==> config.mk <==
export PLATFORM = sky130hd
export DESIGN_NAME = window3x3_gen
export DESIGN_NICKNAME = d
export VERILOG_FILES = /design/src/rtl/window3x3_gen_pkg.sv /design/src/rtl/window3x3_gen_line_buf.sv /design/src/rtl/window3x3_gen.sv
export SDC_FILE = /design/constraint.sdc
export NUM_CORES = 1
export LEC_CHECK = 0
export CAP_MARGIN = 15
export CORE_MARGIN = 4
export CORE_UTILIZATION = 45
export DETAILED_ROUTE_END_ITERATION = 10
export PLACE_DENSITY = 0.66
export SETUP_SLACK_MARGIN = 0.02
export SYNTH_ARGS = -nofsm -noshare
export SYNTH_HDL_FRONTEND = slang
export SYNTH_SLANG_ARGS = --single-unit
export TNS_END_PERCENT = 30
==> constraint.sdc <==
create_clock -name clk -period 7.5 [get_ports clk]
set_input_delay 0.75 -clock clk [delete_from_list [all_inputs] [get_ports clk]]
set_output_delay 0.75 -clock clk [all_outputs]
set_load 0.01 [all_outputs]
==> src/rtl/window3x3_gen_pkg.sv <==
// Shared definitions for the 3x3 window generator and the median core that
// consumes its taps. Tap ordering is row-major, oldest pixel first.
package window3x3_gen_pkg;

  localparam int unsigned DATA_W_DEF = 8;

  // Tap indices: (row, col) relative to the newest pixel at bottom-right.
  localparam int unsigned W_TL     = 0;  // (r-2, c-2)
  localparam int unsigned W_TC     = 1;  // (r-2, c-1)
  localparam int unsigned W_TR     = 2;  // (r-2, c  )
  localparam int unsigned W_ML     = 3;  // (r-1, c-2)
  localparam int unsigned W_CENTRE = 4;  // (r-1, c-1)
  localparam int unsigned W_MR     = 5;  // (r-1, c  )
  localparam int unsigned W_BL     = 6;  // (r,   c-2)
  localparam int unsigned W_BC     = 7;  // (r,   c-1)
  localparam int unsigned W_BR     = 8;  // (r,   c  )
  localparam int unsigned N_TAPS   = 9;

endpackage

==> src/rtl/window3x3_gen_line_buf.sv <==
// Enable-advanced delay line of exactly DEPTH accepted samples, built as a
// circular RAM with one wrapping pointer. The slot under the pointer is read
// before it is overwritten, so dout_o is the sample written DEPTH enables ago.
module line_buf #(
  parameter int unsigned DATA_W = 8,
  parameter int unsigned DEPTH  = 64
) (
  input  logic              clk_i,
  input  logic              rst_i,
  input  logic              en_i,
  input  logic [DATA_W-1:0] din_i,
  output logic [DATA_W-1:0] dout_o
);

  localparam int unsigned AW = (DEPTH > 1) ? $clog2(DEPTH) : 1;
  localparam logic [AW-1:0] PTR_MAX = AW'(DEPTH - 1);

  logic [DATA_W-1:0] mem_q [DEPTH];
  logic [AW-1:0]     ptr_q;
  logic [AW-1:0]     ptr_d;

  assign dout_o = mem_q[ptr_q];

  // Next pointer: advance on enable, wrap after the last slot.
  always_comb begin
    ptr_d = ptr_q;
    if (en_i) begin
      ptr_d = (ptr_q == PTR_MAX) ? '0 : ptr_q + 1'b1;
    end
  end

  // Pointer register; contents need no reset as they are never exposed unqualified.
  always_ff @(posedge clk_i) begin
    if (rst_i) begin
      ptr_q <= '0;
    end else begin
      ptr_q <= ptr_d;
    end
  end

  // Storage write at the current pointer on each accepted sample.
  always_ff @(posedge clk_i) begin
    if (en_i) begin
      mem_q[ptr_q] <= din_i;
    end
  end

endmodule

==> src/rtl/window3x3_gen.sv <==
// 3x3 sliding-window generator over a raster-order pixel stream. Two line
// buffers supply the two rows above the incoming pixel; a register window
// shifts left on every accepted pixel. A window is flagged valid only when
// all nine pixels lie inside the current frame.
module window3x3_gen
  import window3x3_gen_pkg::*;
#(
  parameter int unsigned DATA_W     = DATA_W_DEF,
  parameter int unsigned IMG_WIDTH  = 64,
  parameter int unsigned IMG_HEIGHT = 64
) (
  input  logic              clk,
  input  logic              rst,
  input  logic              in_valid,
  input  logic              in_sof,
  input  logic [DATA_W-1:0] in_data,
  output logic              out_valid,
  output logic              out_last,
  output logic [DATA_W-1:0] w0,
  output logic [DATA_W-1:0] w1,
  output logic [DATA_W-1:0] w2,
  output logic [DATA_W-1:0] w3,
  output logic [DATA_W-1:0] w4,
  output logic [DATA_W-1:0] w5,
  output logic [DATA_W-1:0] w6,
  output logic [DATA_W-1:0] w7,
  output logic [DATA_W-1:0] w8
);

  localparam int unsigned CW = (IMG_WIDTH  > 1) ? $clog2(IMG_WIDTH)  : 1;
  localparam int unsigned RW = (IMG_HEIGHT > 1) ? $clog2(IMG_HEIGHT) : 1;
  localparam logic [CW-1:0] COL_MAX = CW'(IMG_WIDTH - 1);
  localparam logic [RW-1:0] ROW_MAX = RW'(IMG_HEIGHT - 1);

  logic [CW-1:0]     col_q, col_d;
  logic [RW-1:0]     row_q, row_d;
  logic [CW-1:0]     pos_col;
  logic [RW-1:0]     pos_row;
  logic              out_valid_q, out_valid_d;
  logic              out_last_q, out_last_d;
  logic [DATA_W-1:0] win_q [N_TAPS];
  logic [DATA_W-1:0] lb1_out;
  logic [DATA_W-1:0] lb2_out;

  // Row above the incoming pixel.
  line_buf #(
    .DATA_W (DATA_W),
    .DEPTH  (IMG_WIDTH)
  ) u_lb1 (
    .clk_i  (clk),
    .rst_i  (rst),
    .en_i   (in_valid),
    .din_i  (in_data),
    .dout_o (lb1_out)
  );

  // Two rows above the incoming pixel.
  line_buf #(
    .DATA_W (DATA_W),
    .DEPTH  (IMG_WIDTH)
  ) u_lb2 (
    .clk_i  (clk),
    .rst_i  (rst),
    .en_i   (in_valid),
    .din_i  (lb1_out),
    .dout_o (lb2_out)
  );

  // Position of the pixel being accepted, next counters and registered flags.
  // sof overrides the counters so this pixel is (0,0) and counting resumes at (0,1).
  always_comb begin
    pos_col     = in_sof ? '0 : col_q;
    pos_row     = in_sof ? '0 : row_q;
    col_d       = col_q;
    row_d       = row_q;
    out_valid_d = 1'b0;
    out_last_d  = 1'b0;
    if (in_valid) begin
      if (pos_col == COL_MAX) begin
        col_d = '0;
        row_d = (pos_row == ROW_MAX) ? '0 : pos_row + 1'b1;
      end else begin
        col_d = pos_col + 1'b1;
        row_d = pos_row;
      end
      out_valid_d = (pos_row >= RW'(2)) && (pos_col >= CW'(2));
      out_last_d  = (pos_row == ROW_MAX) && (pos_col == COL_MAX);
    end
  end

  // Position counters and output strobes.
  always_ff @(posedge clk) begin
    if (rst) begin
      col_q       <= '0;
      row_q       <= '0;
      out_valid_q <= 1'b0;
      out_last_q  <= 1'b0;
    end else begin
      col_q       <= col_d;
      row_q       <= row_d;
      out_valid_q <= out_valid_d;
      out_last_q  <= out_last_d;
    end
  end

  // Window shift: each row moves left, new right column from lb2/lb1/input.
  always_ff @(posedge clk) begin
    if (rst) begin
      for (int unsigned i = 0; i < N_TAPS; i++) begin
        win_q[i] <= '0;
      end
    end else if (in_valid) begin
      win_q[W_TL]     <= win_q[W_TC];
      win_q[W_TC]     <= win_q[W_TR];
      win_q[W_TR]     <= lb2_out;
      win_q[W_ML]     <= win_q[W_CENTRE];
      win_q[W_CENTRE] <= win_q[W_MR];
      win_q[W_MR]     <= lb1_out;
      win_q[W_BL]     <= win_q[W_BC];
      win_q[W_BC]     <= win_q[W_BR];
      win_q[W_BR]     <= in_data;
    end
  end

  assign out_valid = out_valid_q;
  assign out_last  = out_last_q;
  assign w0 = win_q[W_TL];
  assign w1 = win_q[W_TC];
  assign w2 = win_q[W_TR];
  assign w3 = win_q[W_ML];
  assign w4 = win_q[W_CENTRE];
  assign w5 = win_q[W_MR];
  assign w6 = win_q[W_BL];
  assign w7 = win_q[W_BC];
  assign w8 = win_q[W_BR];

endmodule

Word-level counts from Yosys, hierarchy flattened

Memory sizes are Yosys's and may differ from the RTL's. A register that Yosys moved wholly into a read port is not among the register bits.
Cells that the tools add are included.

Register bits: 26
Memory bits (writable): 1,096
Bits of input ports: 12
Output and inout bits: 74
Word-level logic and storage cells: 58
Memories: 3

Memory list:

| name        | depth | bits a word | read ports | clocked after Yosys merged registers in | wr ports | RTL line                     | source |
|---|---|---|---|---|---|---|---|
| u_lb1.mem_q | 64    | 8           | 1          | 1                                       | 1        | window3x3_gen_line_buf.sv:18 | `logic [DATA_W-1:0] mem_q [DEPTH];` |
| u_lb2.mem_q | 64    | 8           | 1          | 1                                       | 1        | window3x3_gen_line_buf.sv:18 |  |
| win_q       | 9     | 8           | 9          | 0                                       | 9        | window3x3_gen.sv:41          | `logic [DATA_W-1:0] win_q [N_TAPS];` |

Add/sub/neg operators: 4
$lt $le $gt $ge: 2
Equal/unequal tests: 4
Multiplexer cells: 26
Bitwise gates (word level): 10
Reductions and logical operators: 3

Operators with widths:

| kind                                                                                 | number |
|---|---|
| 8-bit 2-to-1 mux                                                                     | 9 |
| 6-bit 2-to-1 mux                                                                     | 11 |
| 6-bit by 1-bit adder with 6-bit output (second input constant)                       | 4 |
| 6-bit equality test (second input constant)                                          | 4 |
| 6-bit by 2-bit greater-or-equal comparator with 1-bit output (second input constant) | 2 |
| 1-bit OR                                                                             | 9 |
| 1-bit 2-to-1 mux                                                                     | 6 |
| 1-bit logical AND                                                                    | 2 |
| 2-bit OR reduction                                                                   | 1 |
| 1-bit NOT                                                                            | 1 |

Depth between registers and ports, before layout

Gate-level depths: netlist (run 1).

Depth after elaboration: 4
Gate-level depth with buffers: 9
Gate-level depth less buffers: 9

Modules after synthesis

From an unflattened synthesis (run 1), not the netlist that was laid out.

Cell total of the unflattened synthesis: 2,185
Area, all modules: 44,132.3 sq um

Modules (own cells, without submodules):

| module        | times used | cells each | area an instance (sq um) | sequential area each (sq um) |
|---|---|---|---|---|
| line_buf      | 2          | 962        | 20,327.0                 | 15,615.0 |
| window3x3_gen | 1          | 261        | 3,478.3                  | 2,442.3 |

Worst setup path after synthesis (run 1)

No wires, ideal clock.

Path kind: reg-to-reg
Start point: register (tool-made name)
End point: memory u_lb2.mem_q[0][1], data pin
Arrival: 4.027 ns
Slack: 2.772 ns
Stages on the path, launching flop included: 9
Buffers on the path: 3
Path through: dfxtp_1 -> buf_6 -> buf_2 -> buf_1 -> mux4_2 -> a22oi_1 -> a21oi_1 -> a21oi_1 -> o21ai_0

RTL lines:

| element          | RTL line |
|---|---|
| end: declaration | window3x3_gen_line_buf.sv:18 |

==> reports/results.ini, run 1 <==
[status]
status = completed

[synth]
synthesis.area_um2 = 44130
ys_types = 45
synth-seq-cells = 1134
synth-seq-area-share_pct = 76.30
syn_area_per_cell_um2 = 20.77
async_reset_ff_share_pct = 0
yosys-top-cells-count = 1096 x edfxtp_1, 247 x mux4_2, 163 x nor2_1
yosysWarnings = 0
syn_nets = 2143
synth_most_common_cell = edfxtp_1
synth_edf_count = 1096
synth_area_leaders = edfxtp_1 75%, mux4_2 13%, mux4_1 1.7%
ys.flop_type = edfxtp_1
syn_inst = 2125
yosys.area.top_type = edfxtp_1
synth_top_cell_area_share_pct = 74.58

[pwr]
sw_frac_of_total_pct = 21.07
vdd_ir_drop_max_mv = 0.1899
comb_power_share_pct = 5.0
power_switching_mw = 2.798
p_clk_share_pct = 41.1
seqPwrFrac_pct = 53.9
p_leak_nw = 15.44
powerDensity_nw_per_um2 = 265.7
p_int_mw = 10.48

[clocking]
cts-resized-gates = 0
ctsHtreeMaxLevel = 3
cts_buffers = 111
clk_latency_ns = 0.69
cts_buffer_depth = 3
root_buffer = clkbuf_16
cts_setup_buffers = 0
holdBufCountCts = 0
path_clk_slew_ns = 0.06
cts_tree = built
clock_sinks = 1134

[global_routing]
gr-total-overflow = 0
grt.busiest_layer = met2
grt_pass1_vias = 21610
met1_usage_pct = 27.64
grt_util_met2_pct = 28.97
grt.met3_usage_pct = 3.945
antenna_found_initial = 2
grt_first_pass_wirelength_um = 144000
grtUsageTotal_pct = 18.82
grt_max_degree = 75

[timing]
fin_tns_setup_ns = 0
final.min_clock_period_ns = 4.009
relSlewSlack_pct = 20.18
rsz0062_at_grt = no
max_slew.worst_pin.slew_ns = 1.193
setup-violations-final = 0
clock.fmax_ghz = 0.2495
whs_ns = 0.4503
min_period_over_period_pct = 53.45
final_max_slew_viol_count = 0
hold_viol_final = 0
finalClockSkew_ns = 0.04866

[setup_path]
r2r_slack_ns = 3.49
worstSetupPathType = flop to flop
required_ns = 7.79
cp.arrival_ns = 4.30
rr_worst_depth = 7
worst_setup_path_start_kind = flop
setup.worst_path.end_class = flop
critPathMaxFanout = 64

[floorplan]
ios = 86
die_h_um = 321.2
start_util_pct = 45.50
num_rows = 114
die-area_um2 = 103100
die_x_um = 321.2
core_um2 = 96990

[route]
postRouteAntennaNets = 0
wl_um = 96720
drt_iter0_markers = 2758
routedWlPerCell_um = 26.70
vias_per_cell = 5.927
vias = 21470
first_pass_iters = 5
drc = 0

[final_layout]
fillers = 7506
final_nets = 2272
areaGrowthSynthToFinish_pct = 13.26
design_area_um2 = 49980
drive_gt1_share_pct = 21.44

[job]
maxCapViolations = 0

[place]
place.gp.congestion = 0.8119
io_buffer_count = 85
post-dp-hpwl_um = 58770
placed_area_um2 = 46300

[worst_hold_path]
whs_path_depth = 1
hold_path.class = input port to flop

[routing by layer]
metal	part of all wire, %	vias up
met5	0.022	-
met1	42	11290
met3	8.7	171
met2	47	1010
li1	-	8999
met4	2.4	4
[layout by cell type, fill, tap and decap left out, drive strengths merged, types with 35 or more instances in the layout]
cell           Yosys  layout
edfxtp          1096    1096
mux4             276     276
nor2             163     163
clkbuf            53     139
clkdlybuf4s50      0      77
nand2             75      75
and2              60      60
clkinv             0      51
buf               57      48
mux2i             40      40
dfxtp             38      38
a22oi             37      37
nand3             35      35
[critical path, cell delays in order, from the launching register on]
cell	delay [ns]
dfxtp_4	0.77
buf_4	0.67
mux4_1	0.66
mux2_2	0.29
mux4_2	0.57
nand2_1	0.16
o21ai_4	0.07
buf_4	0.30
[sequential cells by signal (all words and copies together) (netlist names), named ones only]
| register | cells |
|---|---|
| out_last | 1 |
| out_valid | 1 |
| u_lb2.ptr_q | 6 |
| col_q | 6 |
| u_lb1.mem_q | 512 |
| win_q | 72 |
| row_q | 6 |
| u_lb1.ptr_q | 6 |
| u_lb2.mem_q | 512 |
[through the flow]
step | cells | util, % | power (mW) | worst slack (ns)
after CTS | 3616 | 51.43 | 13.38 | 3.463
after detailed placement | 3411 | 47.73 | 7.959 | 3.497
after floorplan | 2125 | - | 7.651 | 2.772
after global placement | 3410 | 47.72 | 7.936 | 3.573
after global routing | 3622 | 51.53 | 13.71 | 3.271
final | 3623 | 51.53 | 13.28 | 3.491
[cells by family after synthesis]
| logic type | synth area share (%) |
|---|---|
| fa+ha+maj | 0.1701 |
| buf+inv | 1.449 |
| simple gates | 4.258 |
| xor+xnor | 0.1389 |
| flops | 76.30 |
| mux | 15.85 |
| compound gates | 1.832 |
[area by class of cell]
| cell class | instances | area [um^2] | share of cell area, % |
|---|---|---|---|
| sequential | 1134 | 33690 | 67.41 |
| multi-input combinational | 874 | 9906 | 19.82 |
| clock buffer | 138 | 2953 | 5.908 |
| tap | 1276 | 1597 | 3.194 |
| timing repair buffer | 126 | 1172 | 2.346 |
| clock inverter | 67 | 631.9 | 1.264 |
| inverter | 7 | 27.53 | 0.05507 |
| antenna | 1 | 2.502 | 0.005007 |
[path summary, 6_finish.rpt]
kind / end / startpoint
worst max-delay path: u_lb2.mem_q[23][0] / flop
worst min-delay path: u_lb1.mem_q[61][1] / in_data[1]
worst max register to register: u_lb2.mem_q[23][0] / flop
worst min register to register: row_q[0] / row_q[0]
[power groups by stage]
stage | Clock (mW) | Sequential (mW) | Combinational [mW]
2_1_floorplan | 0 | 7.28 | 0.371
3_3_place_gp | 0 | 7.29 | 0.647
3_5_place_dp | 0 | 7.29 | 0.665
4_1_cts | 5.56 | 7.16 | 0.666
5_1_grt | 5.84 | 7.16 | 0.713
6_report | 5.46 | 7.15 | 0.666
No activity file was read; power rests on OpenSTA's default activity.
==> run 2, diff against run 1 <==
--- a/config.mk
+++ b/config.mk
@@ -9,7 +9,7 @@
 export CORE_MARGIN = 4
 export CORE_UTILIZATION = 45
 export DETAILED_ROUTE_END_ITERATION = 10
-export PLACE_DENSITY = 0.66
+export PLACE_DENSITY = 0.68
 export SETUP_SLACK_MARGIN = 0.02
 export SYNTH_ARGS = -nofsm -noshare
 export SYNTH_HDL_FRONTEND = slang
==> constraint.sdc (replaced) <==
create_clock -name clk -period 3.6 [get_ports clk]
set_input_delay 0.36 -clock clk [delete_from_list [all_inputs] [get_ports clk]]
set_output_delay 0.36 -clock clk [all_outputs]
set_load 0.01 [all_outputs]
==> run 2 against run 1 <==
  * Register-to-register slack got worse by 3.1 ns
  * Sequential cell count stayed put
  * Cell count increased by 3.9%
  * Routed wire length up 2.9%
  * Highest routed layer is now met4
  * Sequential power increased by 110%
  * Critical path depth rose by 1
  * Total power is 110% higher
==> reports/results.ini, run 2 (same netlist as run 1, synthesis figures left out) <==
[status]
status = completed

[timing]
final.min_clock_period_ns = 3.179  ; -0.8296 ns
min_period_over_period_pct = 88.31  ; +35 points
hold_viol_final = 0  ; unchanged
setup-violations-final = 0  ; unchanged
rsz0062_at_grt = no
final_max_slew_viol_count = 0  ; unchanged
relSlewSlack_pct = 23.75  ; +3.6 points
whs_ns = 0.07318  ; -0.3772 ns
fin_tns_setup_ns = 0  ; unchanged
clock.fmax_ghz = 0.3146  ; +26%
max_slew.worst_pin.slew_ns = 1.144  ; -0.04908 ns
finalClockSkew_ns = 0.03482  ; -0.01384 ns

[setup_path]
required_ns = 3.97  ; -3.82 ns
r2r_slack_ns = 0.42  ; -3.07 ns
worstSetupPathType = flop to flop
cp.arrival_ns = 3.55  ; -0.75 ns
worst_setup_path_start_kind = flop
setup.worst_path.end_class = flop
critPathMaxFanout = 64  ; unchanged

[clocking]
cts_buffers = 108  ; -2.7%
clk_latency_ns = 0.68  ; about the same
cts_setup_buffers = 0  ; unchanged
holdBufCountCts = 0  ; unchanged
root_buffer = clkbuf_16
cts_buffer_depth = 3  ; unchanged
cts-resized-gates = 0  ; unchanged
path_clk_slew_ns = 0.06  ; about the same
clock_sinks = 1134  ; unchanged
cts_tree = built
ctsHtreeMaxLevel = 3  ; unchanged

[place]
post-dp-hpwl_um = 62880  ; +7.0%
place.gp.congestion = 0.8286  ; +2.1%
io_buffer_count = 85  ; unchanged

[final_layout]
areaGrowthSynthToFinish_pct = 15.96
final_common_cell = edfxtp_1
fin_util_pct = 52.76  ; +1.2 points
final_cell_mix = 1096 x edfxtp_1, 247 x mux4_2, 163 x nor2_1
fillers = 7383  ; -1.6%
drive_gt1_share_pct = 25.59  ; +4.2 points
reg_top3 = u_lb1.mem_q (512), u_lb2.mem_q (512), win_q (72)
final_nets = 2412  ; +6.2%

[route]
postRouteAntennaNets = 0  ; unchanged
routedWlPerCell_um = 26.44  ; -0.95%
vias_per_cell = 5.798  ; -2.2%
drt_iter0_markers = 2399  ; -13%
drc = 0  ; unchanged
wl_um = 99540  ; +2.9%
first_pass_iters = 5  ; unchanged
vias = 21820  ; +1.6%

[floorplan]
ios = 86  ; unchanged
die_h_um = 321.2  ; unchanged
core_um2 = 96990  ; unchanged
start_util_pct = 45.50  ; unchanged
die-area_um2 = 103100  ; unchanged
num_rows = 114  ; unchanged
die_x_um = 321.2  ; unchanged

[pwr]
power_switching_mw = 5.686  ; +100%
vdd_ir_drop_max_mv = 0.3925  ; +110%
p_clk_share_pct = 40.0  ; -1.1 points
p_int_mw = 21.58  ; +110%
powerDensity_nw_per_um2 = 532.9  ; +100%
comb_power_share_pct = 5.4  ; +0.4 points
power.total_mw = 27.27  ; +110%
sw_frac_of_total_pct = 20.85  ; -0.22 points
seqPwrFrac_pct = 54.6  ; +0.7 points
p_leak_nw = 16.19  ; +4.9%

[worst_hold_path]
hold_path.class = input port to flop

[global_routing]
grtUsageTotal_pct = 19.42  ; +0.60 points
grt_pass1_vias = 22140  ; +2.5%
grt_first_pass_wirelength_um = 148200  ; +3.0%
antenna_found_initial = 0  ; -2
grt_max_degree = 66  ; -12%
gr-total-overflow = 0  ; unchanged

[job]
maxCapViolations = 0  ; unchanged

[run 2: worst paths after layout]
| check | from | endpoint | depth (start not counted) |
|---|---|---|---|
| max | flop | u_lb2.mem_q[17][1] | 8 |
| min | in_data[7] | u_lb1.mem_q[27][7] | 1 |
| max reg2reg | flop | u_lb2.mem_q[17][1] | 8 |
| min reg2reg | row_q[0] | row_q[0] | 2 |
[run 2: power groups by stage]
stage	Sequential (mW)	Combinational, mW	Clock, mW
after detailed placement	15.2	1.49	0
after CTS	14.9	1.49	11.1
after global placement	15.2	1.44	0
final	14.9	1.48	10.9
after global routing	14.9	1.59	11.7
after floorplan	15.2	0.774	0
[run 2: critical path, cell delays in order, from the launching register on]
cell     delay, ns
dfxtp_4       0.46
buf_12        0.36
mux4_2        0.57
a22oi_1       0.29
nand2_1       0.18
a21oi_1       0.42
buf_4         0.21
o21ai_4       0.06
buf_12        0.20
[run 2: stage by stage]
| step | setup WS, ns | instances | area (um^2) |
|---|---|---|---|
| CTS | 0.4183 | 3755 | 51040 |
| global placement | 0.4500 | 3554 | 47630 |
| floorplan | -0.02945 | 2125 | 44130 |
| detailed placement | 0.4404 | 3554 | 47630 |
| finish | 0.4210 | 3764 | 51180 |
| global route | 0.3087 | 3761 | 51170 |
[run 2: area by class of cell]
type | instances | area (um^2) | share of cell area (%)
inverters | 7 | 27.53 | 0.05379
flip-flops and latches | 1134 | 33690 | 65.84
multi-input cells | 874 | 9906 | 19.36
repair buffers | 269 | 2537 | 4.958
diodes | 3 | 7.507 | 0.01467
clock buffers | 139 | 2882 | 5.631
well taps | 1276 | 1597 | 3.120
clock inverters | 62 | 526.8 | 1.029
[run 2: metal layers]
metal,global-route usage [%],routed length (um)
met1,26.76,39600
met2,32.41,50010
met3,3.140,7195
met4,5.707,2729
met5,0,0
==> run 3, diff against run 2 <==
--- a/config.mk
+++ b/config.mk
@@ -6,7 +6,7 @@
 export NUM_CORES = 1
 export LEC_CHECK = 0
 export CAP_MARGIN = 15
-export CORE_MARGIN = 4
+export CORE_MARGIN = 10
 export CORE_UTILIZATION = 45
 export DETAILED_ROUTE_END_ITERATION = 10
 export PLACE_DENSITY = 0.68
==> run 3 against run 2 <==
  * Maximum frequency is 1.3% lower
  * Register-to-register slack worse by 0.04 ns
  * Global-route usage is 1.7 points lower
  * Clock power hardly changed
  * Critical endpoint is now u_lb2.mem_q[1][3]
  * Largest power group unchanged
==> reports/results.ini, run 3 (same netlist as run 1, synthesis figures left out) <==
[status]
status = completed

[route]
vias = 21810  ; -0.073%
drt_iter0_markers = 2115  ; -12%
vias_per_cell = 5.803  ; about the same
routedWlPerCell_um = 26.39  ; -0.20%
postRouteAntennaNets = 0  ; unchanged
drc = 0  ; unchanged
wl_um = 99170  ; -0.36%
first_pass_iters = 8  ; +3

[final_layout]
drive_gt1_share_pct = 25.50  ; -0.090 points
final_cell_mix = 1096 x edfxtp_1, 247 x mux4_2, 163 x nor2_1
diodes = 0  ; -3
final_common_cell = edfxtp_1
areaGrowthSynthToFinish_pct = 15.77
reg_top3 = u_lb1.mem_q (512), u_lb2.mem_q (512), win_q (72)
final_nets = 2413  ; +0.041%
design_area_um2 = 51090  ; -0.16%

[pwr]
power_switching_mw = 5.623  ; -1.1%
p_int_mw = 21.57  ; about the same
seqPwrFrac_pct = 54.7  ; about the same
powerDensity_nw_per_um2 = 532.3  ; -0.12%
comb_power_share_pct = 5.5  ; about the same
p_leak_nw = 16.18  ; about the same
sw_frac_of_total_pct = 20.68  ; -0.17 points
p_clk_share_pct = 39.8  ; -0.2 points
vdd_ir_drop_max_mv = 0.4265  ; +8.6%

[floorplan]
num_rows = 114  ; unchanged
die_x_um = 333.2  ; +3.7%
ios = 86  ; unchanged
die_h_um = 333.2  ; +3.7%
die-area_um2 = 111000  ; +7.6%
start_util_pct = 45.50  ; unchanged
core_um2 = 96990  ; unchanged

[clocking]
holdBufCountCts = 0  ; unchanged
path_clk_slew_ns = 0.06  ; about the same
cts_buffer_depth = 3  ; unchanged
ctsHtreeMaxLevel = 3  ; unchanged
cts_tree = built
clock_sinks = 1134  ; unchanged
clk_latency_ns = 0.68  ; about the same
root_buffer = clkbuf_16
cts_buffers = 109  ; +0.93%
cts_setup_buffers = 0  ; unchanged
cts-resized-gates = 0  ; unchanged

[setup_path]
worst_setup_path_start_kind = flop
slowest_delay_ns = 0.84  ; +0.27 ns
setup.worst_path.end_class = flop
path_buf_inv = 2  ; -1
cp.arrival_ns = 3.61  ; +0.06 ns
critPathMaxFanout = 64  ; unchanged
crit_slowest_cell = dfxtp_4
worstSetupPathType = flop to flop
cp_top_family = compound AO/OA/AOI/OAI gates
required_ns = 3.99  ; +0.02 ns
crit_chain = buf_12 > mux4_2 > a22oi_1 > a21oi_1 > a21oi_1 > o21ai_4 > buf_12

[place]
placed_area_um2 = 47630  ; about the same
post-dp-hpwl_um = 62250  ; -1.0%
place.gp.congestion = 0.8362  ; +0.92%
io_buffer_count = 85  ; unchanged

[timing]
relSlewSlack_pct = 24.08  ; +0.33 points
hold_viol_final = 0  ; unchanged
final_max_slew_viol_count = 0  ; unchanged
max_slew.worst_pin.slew_ns = 1.135  ; -0.009134 ns
clock.fmax_ghz = 0.3104  ; -1.3%
rsz0062_at_grt = no
finalClockSkew_ns = 0.01814  ; -0.01667 ns
setup-violations-final = 0  ; unchanged
min_period_over_period_pct = 89.50  ; +1.2 points
whs_ns = 0.09715  ; +0.02396 ns
final.min_clock_period_ns = 3.222  ; +0.04301 ns

[global_routing]
grtUsageTotal_pct = 17.73  ; -1.7 points
antenna_found_initial = 1  ; +1
grt_pass1_vias = 22130  ; -0.050%
grt_first_pass_wirelength_um = 148200  ; about the same
gr-total-overflow = 0  ; unchanged
grt_max_degree = 75  ; +14%

[worst_hold_path]
hold_path.class = input port to flop

[job]
maxCapViolations = 0  ; unchanged

[run 3: routing by layer]
layer  GRT usage, %  vias up  wire length (um)
met2          29.93      915             50060
met3          2.807      157              6960
li1               -     9282                 -
met5              0        -                 0
met4          5.245        0              2450
met1          23.70    11450             39710
[run 3: worst paths after layout]
path / depth (start not counted) / startpoint / slack [ns] / endpoint
setup / recovery: 7 / flop / 0.38 / u_lb2.mem_q[1][3]
hold / removal: 1 / in_data[7] / 0.1 / u_lb1.mem_q[35][7]
setup reg to reg: 7 / flop / 0.38 / u_lb2.mem_q[1][3]
hold reg to reg: 2 / row_q[0] / 0.47 / row_q[0]
[run 3: layout make-up]
class	instances	area, um^2
clock buffer	150	3014
clock inverter	48	369.1
fill	7400	45900
inverter	7	27.53
multi-input combinational	874	9899
sequential	1134	33690
tap	1276	1597
timing repair buffer	269	2492
[run 3: power groups by stage]
| stage | Clock [mW] | Sequential (mW) | Combinational, mW |
|---|---|---|---|
| 5_1_grt | 11.5 | 14.9 | 1.61 |
| 6_report | 10.8 | 14.9 | 1.50 |
| 3_3_place_gp | 0 | 15.2 | 1.45 |
| 3_5_place_dp | 0 | 15.2 | 1.50 |
| 4_1_cts | 11.0 | 14.9 | 1.51 |
| 2_1_floorplan | 0 | 15.2 | 0.774 |
[run 3: through the flow]
stage / util [%] / setup WS, ns / power [mW] / setup TNS, ns / std cells
3_5_place_dp: 49.10 / 0.3864 / 16.67 / 0 / 3556
2_1_floorplan: - / -0.02945 / 15.93 / -7.539 / 2125
6_report: 52.68 / 0.3780 / 27.19 / 0 / 3758
3_3_place_gp: 49.10 / 0.4274 / 16.61 / 0 / 3556
5_1_grt: 52.68 / 0.2572 / 28.04 / 0 / 3758
4_1_cts: 52.59 / 0.3710 / 27.42 / 0 / 3754
